$ cat config.mk
export PLATFORM = sky130hd
export DESIGN_NAME = sync_frame_tx
export DESIGN_NICKNAME = d
export VERILOG_FILES = /design/src/rtl/sync_frame_pkg.sv /design/src/rtl/piso_shift_reg.sv /design/src/rtl/sync_frame_tx.sv
export SDC_FILE = /design/constraint.sdc
export NUM_CORES = 1
export LEC_CHECK = 0
export ABC_AREA = 1
export CORE_AREA = 8 8 48 66
export CTS_CLUSTER_DIAMETER = 100
export CTS_CLUSTER_SIZE = 14
export DETAILED_ROUTE_END_ITERATION = 10
export DIE_AREA = 0 0 56 74
export PLACE_DENSITY = 0.73
export SLEW_MARGIN = 30
export SYNTH_ARGS = -nofsm -noshare
export SYNTH_HDL_FRONTEND = slang
export SYNTH_SLANG_ARGS = --single-unit
$ cat constraint.sdc
create_clock -name clock -period 1.4 [get_ports clock]
set_input_delay 0.28 -clock clock [delete_from_list [all_inputs] [get_ports clock]]
set_output_delay 0.28 -clock clock [all_outputs]
set_load 0.005 [all_outputs]
$ cat src/rtl/sync_frame_pkg.sv
// ============================================================================
// Module      : sync_frame_pkg
// Description : Shared state encoding and sync-word defaults for the frame
//               transmitter and its matching sequence detector.
// Revision    : 1.0 - initial release
// ============================================================================
`default_nettype none

package sync_frame_pkg;

    typedef enum logic [1:0] {
        ST_IDLE = 2'd0,
        ST_SYNC = 2'd1,
        ST_DATA = 2'd2,
        ST_GAP  = 2'd3
    } state_t;

    localparam int         c_SYNC_LEN     = 5;
    localparam logic [4:0] c_SYNC_PATTERN = 5'b11101;

    function automatic int max3(input int a, input int b, input int c);
        int m;
        m = (a > b) ? a : b;
        return (m > c) ? m : c;
    endfunction

endpackage : sync_frame_pkg

`default_nettype wire

$ cat src/rtl/piso_shift_reg.sv
// ============================================================================
// Module      : piso_shift_reg
// Description : Parallel-in serial-out shift register, MSB presented first.
// Revision    : 1.0 - initial release
// ============================================================================
`default_nettype none

module piso_shift_reg #(
    parameter int WIDTH = 13
) (
    input  logic             clock,
    input  logic             reset,
    input  logic             load,
    input  logic             shift,
    input  logic [WIDTH-1:0] din,
    output logic             msb
);

    logic [WIDTH-1:0] r_sr;

    // Load has priority over shift so a word accepted in IDLE is never skewed.
    always_ff @(posedge clock) begin
        if (reset) begin
            r_sr <= '0;
        end else if (load) begin
            r_sr <= din;
        end else if (shift) begin
            r_sr <= {r_sr[WIDTH-2:0], 1'b0};
        end
    end

    assign msb = r_sr[WIDTH-1];

endmodule : piso_shift_reg

`default_nettype wire

$ cat src/rtl/sync_frame_tx.sv
// ============================================================================
// Module      : sync_frame_tx
// Description : Serial frame transmitter: sync word, payload (MSB first),
//               then a guard gap of idle bits.
// Revision    : 1.0 - initial release
// ============================================================================
`default_nettype none

module sync_frame_tx
    import sync_frame_pkg::*;
#(
    parameter int                  DATA_W       = 8,
    parameter int                  SYNC_LEN     = c_SYNC_LEN,
    parameter logic [SYNC_LEN-1:0] SYNC_PATTERN = c_SYNC_PATTERN,
    parameter int                  GAP_LEN      = 2,
    parameter logic                IDLE_BIT     = 1'b0
) (
    input  logic              clock,
    input  logic              reset,
    input  logic              load_valid,
    input  logic [DATA_W-1:0] load_data,
    output logic              load_ready,
    output logic              dataout,
    output logic              frame_active,
    output logic              frame_done
);

    localparam int c_SR_W  = SYNC_LEN + DATA_W;
    localparam int c_CNT_W = $clog2(max3(SYNC_LEN, DATA_W, GAP_LEN)) + 1;

    localparam logic [c_CNT_W-1:0] c_SYNC_LAST = c_CNT_W'(SYNC_LEN - 1);
    localparam logic [c_CNT_W-1:0] c_DATA_LAST = c_CNT_W'(DATA_W - 1);
    localparam logic [c_CNT_W-1:0] c_GAP_LAST  = c_CNT_W'(GAP_LEN - 1);

    state_t             r_state;
    logic [c_CNT_W-1:0] r_cnt;
    logic               r_load_ready;
    logic               r_frame_active;
    logic               r_frame_done;

    logic               w_load;
    logic               w_shift;
    logic               w_msb;

    assign w_load  = (r_state == ST_IDLE) && load_valid;
    assign w_shift = (r_state == ST_SYNC) || (r_state == ST_DATA);

    piso_shift_reg #(
        .WIDTH (c_SR_W)
    ) u_piso (
        .clock (clock),
        .reset (reset),
        .load  (w_load),
        .shift (w_shift),
        .din   ({SYNC_PATTERN, load_data}),
        .msb   (w_msb)
    );

    // Status outputs are registered alongside the state so they always agree
    // with it; the counter restarts at zero on every phase change.
    always_ff @(posedge clock) begin
        if (reset) begin
            r_state        <= ST_IDLE;
            r_cnt          <= '0;
            r_load_ready   <= 1'b1;
            r_frame_active <= 1'b0;
            r_frame_done   <= 1'b0;
        end else begin
            r_frame_done <= 1'b0;
            case (r_state)
                ST_IDLE: begin
                    if (load_valid) begin
                        r_state        <= ST_SYNC;
                        r_cnt          <= '0;
                        r_load_ready   <= 1'b0;
                        r_frame_active <= 1'b1;
                    end
                end
                ST_SYNC: begin
                    if (r_cnt == c_SYNC_LAST) begin
                        r_state <= ST_DATA;
                        r_cnt   <= '0;
                    end else begin
                        r_cnt <= r_cnt + 1'b1;
                    end
                end
                ST_DATA: begin
                    if (r_cnt == c_DATA_LAST) begin
                        r_state        <= ST_GAP;
                        r_cnt          <= '0;
                        r_frame_active <= 1'b0;
                        r_frame_done   <= 1'b1;
                    end else begin
                        r_cnt <= r_cnt + 1'b1;
                    end
                end
                ST_GAP: begin
                    if (r_cnt == c_GAP_LAST) begin
                        r_state      <= ST_IDLE;
                        r_cnt        <= '0;
                        r_load_ready <= 1'b1;
                    end else begin
                        r_cnt <= r_cnt + 1'b1;
                    end
                end
                default: begin
                    r_state        <= ST_IDLE;
                    r_cnt          <= '0;
                    r_load_ready   <= 1'b1;
                    r_frame_active <= 1'b0;
                end
            endcase
        end
    end

    assign load_ready   = r_load_ready;
    assign frame_active = r_frame_active;
    assign frame_done   = r_frame_done;
    assign dataout      = r_frame_active ? w_msb : IDLE_BIT;

endmodule : sync_frame_tx

`default_nettype wire

==> impl_metrics.csv, run 1 <==
group,metric,value,unit
run_status,status,"finished clean",
power,power_frac_seq,35.7,%
synthesis,yosys_register_bits,22,
setup_path,critPathKind,"register to output port",
timing,rsz0062_at_grt,"true",
timing,fmax,755,MHz
placement,portBuffers,14,
final_layout,diodes,0,
cts,clock_latency,0.30,ns
timing,tightestPinTransition,0.237,ns
placement,dp_slack,-0.0115,ns
global_routing,antenna_found_initial,0,
power,clockPowerShare,18.3,%
synthesis,synth_top_cell_by_area,"dfxtp_1",
power,netSwitchingPower,1000,uW
floorplan,core,2260,um^2
setup_path,path_max_fanout,2,
global_routing,grt_pass1_vias,1043,
cts,cts_sinks,22,
placement,dpl.cell_count,186,
timing,fin_skew,0.00143,ns
placement,gp_congestion,0.836,
routing,vias_per_cell,5.26,
final_layout,utilization,61.0,%
power,swShare,37.9,%
final_layout,most-common-layout-cells,"nand2_1, a21oi_1, dfxtp_1",
global_routing,grt_pass1_wl,4120,um
setup_path,critPathRequiredTime,1.12,ns
synthesis,syn_area_per_cell,7.54,um^2
routing,routedWlPerCell,11.8,um
synthesis,yosysWarnings,0,
setup_path,end_kind,"output port",
global_routing,grt_overflow,0,
routing,drt_pass1_iterations,4,
cts,cts_tree,"built",
routing,ant_nets,0,
setup_path,cp.arrival,1.04,ns
floorplan,initial_core_util,48.4,%
cts,cts_made_buffers,3,
routing,wl,2270,um
cts,hold_buffers,0,
timing,final.setup.tns,0,ns
power,vdd_drop_max,0.000894,V
worst_hold_path,hp-class,"register to register",
timing,setup_violations,0,
placement,hpwl,1800,um
timing,finalHoldViolCount,0,
final_layout,num-fill-cells,221,
final_layout,nNetsFinal,189,
floorplan,pin_count,15,
synthesis,synthesis.area,1090,um^2
timing,layout_min_cycle_time,1.32,ns
timing,slew_viol_final,0,
routing,drt_iter0_drc,20,
global_routing,grt_start_max_net_pins,15,
global_routing,grt_usage,11.7,%
floorplan,die_area,4140,um^2
run,max-cap-violations,0,
floorplan,row_count,21,
cts,h-tree-depth,1,
floorplan,dieHeight,74,um
setup_path,start_kind,"register",
cts,root_buffer,"clkbuf_4",
synthesis,synth.top_cell.area_share,40.3,%
final_layout,area_growth,26.0,%
final_layout,stdcell_count,192,
power,power_density,1910,nW/um^2
power,pwr-share-comb,46.0,%
synthesis,ys_types,21,
floorplan,die-width,56,um
cts,clock_path_buffers,2,
cts,path_clk_slew,0.12,ns
power,intPower,1640,uW
routing,via_count,1009,
final_layout,drive_gt1_share,21.3,%
timing,slew_headroom,84.0,%
synthesis,syn_nets,164,
timing,period_share,94.6,%
power,leakagePower,0.000593,uW
routing,drc,0,
synthesis,synthCells,145,
synthesis,synth_area_leaders,"dfxtp_1, nand2_1, a21oi_1, ha_1, nand3_1",
final_layout,final_common_cell,"nand2_1",
synthesis,yosysSeqAreaShare,40.3,%
timing,final.setup.worst_slack,0.0755,ns
-- flip-flops by register name, summed over array words and instances, names as in the netlist --
| signal | flops |
|---|---|
| r_state | 2 |
| frame_done | 1 |
| u_piso.r_sr | 13 |
| load_ready | 1 |
| frame_active | 1 |
| r_cnt | 4 |
-- timing repair --
action | 4_1_cts | 5_1_grt
buffers inserted | 1 | 1
resized for setup | 7 | 3
setup endpoints to repair | 4 | 5
gates cloned | 0 | 0
-- layout make-up --
| cell class | instances | area, um^2 | area share (%) |
|---|---|---|---|
| clock buffers | 3 | 22.5 | 1.63 |
| clock inverters | 1 | 30.0 | 2.18 |
| inverters | 14 | 52.6 | 3.81 |
| multi-input cells | 104 | 581 | 42.1 |
| flip-flops and latches | 22 | 444 | 32.2 |
| well taps | 23 | 28.8 | 2.09 |
| repair buffers | 25 | 219 | 15.9 |
-- logic make-up (layout without fill, tap and decap cells) --
group	Yosys count	after routing	share of synthesized area [%]
compound gates	37	37	17.5
fa+ha+maj	8	8	9.15
buf+inv	19	43	7.09
flops	22	22	40.3
simple gates	59	59	26.0
-- through the flow --
stage	hold slack (ns)	total power, uW	cell area [um^2]
floorplan	0.428	1780	1090
global placement	0.454	2110	1310
detailed placement	0.460	2150	1310
CTS	0.478	2640	1360
global route	0.490	2840	1380
finish	0.476	2640	1380
-- cell usage after synthesis --
cell type / n
nand2_1: 31
a21oi_1: 22
dfxtp_1: 22
ha_1: 8
inv_1: 8
nor2_1: 8
inv_2: 6
nand3_1: 6
o21ai_1: 6
buf_2: 5
o21ai_0: 5
nand2_2: 4
a31oi_1: 3
nand3_2: 3
nand4_1: 2
nand2_4: 1
nor2_2: 1
nor2_4: 1
nor3_1: 1
nor4_1: 1
o211ai_1: 1
-- critical path, stage by stage (launching register included) --
cell and delay [ns]:
dfxtp_2 0.34, buf_4 0.13, nand2_1 0.05, inv_1 0.03, clkdlybuf4s15_1 0.19
-- power by group through the flow --
| stage | logic (uW) | clock network, uW | registers [uW] |
|---|---|---|---|
| final | 1210 | 483 | 942 |
| after floorplan | 845 | 0 | 940 |
| after global routing | 1360 | 515 | 964 |
| after detailed placement | 1190 | 0 | 955 |
| after global placement | 1170 | 0 | 945 |
| after CTS | 1200 | 495 | 942 |
-- final timing paths --
path,end,start,slack [ns],cells after the start
setup reg to reg,u_piso.r_sr[9],r_state[1],0.09,5
hold reg to reg,u_piso.r_sr[5],u_piso.r_sr[4],0.48,2
setup / recovery,dataout,frame_active,0.08,4
hold / removal,u_piso.r_sr[5],u_piso.r_sr[4],0.48,2
-- metal layers --
layer	track usage (%)	vias up	share of wire, %
met5	0	-	0
met4	5.63	0	0.75
met3	1.88	2	2.7
met2	21.9	15	52
met1	12.5	462	44
li1	-	530	-
Power figures use the tool's default switching activity.
==> run 2: changes to the inputs <==
Settings changed: GPL_TIMING_DRIVEN set to 0.
==> impl_metrics.csv, run 2 (synthesis gave the netlist of run 1 again) <==
group,metric,value,unit
run_status,status,"finished clean",
cts,path_clk_slew,0.11,ns
timing,slew_viol_final,0,
global_routing,grt_pass1_vias,1020,
global_routing,grt_overflow,0,
cts,cts_sinks,22,
cts,cts_tree,"built",
routing,vias_per_cell,5.30,
timing,layout_min_cycle_time,1.32,ns
timing,finalHoldViolCount,0,
setup_path,start_kind,"register",
cts,hold_buffers,0,
final_layout,largest_reg_flops,13,
final_layout,drive_gt1_share,23.2,%
routing,via_count,991,
final_layout,diodes,0,
final_layout,nNetsFinal,184,
final_layout,num-fill-cells,214,
worst_hold_path,hold_depth,2,
setup_path,r2r_setup_slack,0.08,ns
final_layout,utilization,59.4,%
routing,wl,2250,um
worst_hold_path,hp-class,"primary input to register",
power,power_density,1890,nW/um^2
global_routing,grt_pass1_wl,4020,um
routing,routedWlPerCell,12.0,um
setup_path,critPathRequiredTime,1.60,ns
floorplan,core,2260,um^2
placement,gp_congestion,0.846,
routing,drt_pass1_iterations,4,
setup_path,reg2reg_to,"u_piso.r_sr[5]",
global_routing,grt_usage,11.6,%
timing,tightestPinTransition,0.241,ns
setup_path,cp.arrival,1.53,ns
routing,ant_nets,0,
timing,period_share,94.5,%
final_layout,largest-register,"u_piso.r_sr",
final_layout,stdcell_count,187,
timing,slew_headroom,83.9,%
setup_path,end_kind,"register",
cts,clock_path_buffers,2,
final_layout,final_common_cell,"nand2_1",
run,max-cap-violations,0,
placement,portBuffers,13,
global_routing,grt_start_max_net_pins,13,
floorplan,initial_core_util,48.4,%
cts,cts_made_buffers,3,
final_layout,reg.largest.list,"u_piso.r_sr: 13 flops, r_cnt: 4 flops, r_state: 2 flops",
cts,h-tree-depth,1,
worst_hold_path,holdPathEnd,"r_cnt[1]",
floorplan,pin_count,15,
final_layout,area_growth,22.8,%
power,leakagePower,0.000566,uW
worst_hold_path,hp-start,"reset",
setup_path,r2r-start,"r_state[1]",
power,vdd_drop_max,0.00112,V
floorplan,die_area,4140,um^2
setup_path,critPathKind,"register to register",
placement,dpl.cell_count,181,
floorplan,row_count,21,
timing,final.setup.worst_slack,0.0774,ns
timing,fin_skew,0.00219,ns
cts,clock_latency,0.30,ns
timing,setup_violations,0,
final_layout,design_area,1340,um^2
placement,postPlaceCellArea,1250,um^2
routing,drt_iter0_drc,16,
placement,hpwl,1700,um
floorplan,die-width,56,um
floorplan,dieHeight,74,um
setup_path,worst_r2r_path_depth,6,
final_layout,most-common-layout-cells,"nand2_1, a21oi_1, dfxtp_1",
timing,fmax,756,MHz
global_routing,antenna_found_initial,0,
routing,drc,0,
cts,root_buffer,"clkbuf_4",
setup_path,path_max_fanout,10,
placement,dp_slack,-0.0880,ns
[run 2: cell count changes in the layout (fill, tap and decap cells not counted), moves of 3 or more]
cell	change
buf_2	+3
buf_4	-8
dfxtp_1	-3
dfxtp_2	+3
[run 2: layout make-up]
cell class                      instances  area (um^2)  share of cell area, %
Sequential cell                        22          448                   33.4
Inverter                               14         52.6                   3.91
Tap cell                               23         28.8                   2.14
Buffer                                  5         30.0                   2.24
Timing Repair Buffer                   15          141                   10.5
Multi-Input combinational cell        104          606                   45.1
Clock buffer                            4         36.3                   2.70
[run 2: metrics by stage]
step,TNS (ns),power [uW],hold slack (ns)
6_report,0,2530,0.259
5_1_grt,-0.000622,2770,0.253
4_1_cts,0,2480,0.247
3_5_place_dp,-0.504,2070,0.460
3_3_place_gp,-0.293,2040,0.449
2_1_floorplan,0,1780,0.428
[run 2: worst max-delay path, cell delays in order (launching register included)]
cell     delay [ns]
dfxtp_2        0.37
inv_1          0.09
ha_4           0.30
inv_2          0.05
buf_4          0.17
a21oi_1        0.16
a21oi_1        0.08
[run 2: worst max-delay path by stage]
stage | endpoint | from | slack (ns) | depth (start not counted)
2_1_floorplan | u_piso.r_sr[9] | r_state[0] | 0.12 | 6
3_3_place_gp | r_state[0] | load_valid | -0.05 | 6
3_5_place_dp | u_piso.r_sr[9] | r_state[0] | -0.09 | 6
4_1_cts | dataout | frame_active | 0.05 | 4
5_1_grt | r_state[1] | r_state[1] | -0.0006 | 9
6_report | u_piso.r_sr[5] | r_state[1] | 0.08 | 6
[run 2: repair_timing]
item,4_1_cts,5_1_grt
endpoints found under the hold margin,0,0
buffers inserted,1,1
setup endpoints to repair,15,8
resized for setup,11,8
[run 2: power by group]
| part | internal, uW | total (uW) | leakage [uW] | switching, uW |
|---|---|---|---|---|
| Sequential | 842 | 963 | 0.000183 | 121 |
| Combinational | 508 | 1230 | 0.000362 | 721 |
| Clock | 159 | 341 | 0.0000210 | 183 |
| Total | 1510 | 2530 | 0.000566 | 1030 |
[run 2: per-layer routing]
| layer | wire, um | vias up | global-route usage [%] | part of all wire (%) |
|---|---|---|---|---|
| met5 | 0 | - | 0 | 0 |
| met4 | 28 | 0 | 5.90 | 1.2 |
| met3 | 68 | 4 | 2.22 | 3.0 |
| met2 | 1220 | 17 | 22.2 | 54 |
| met1 | 933 | 453 | 11.4 | 41 |
| li1 | - | 517 | - | - |
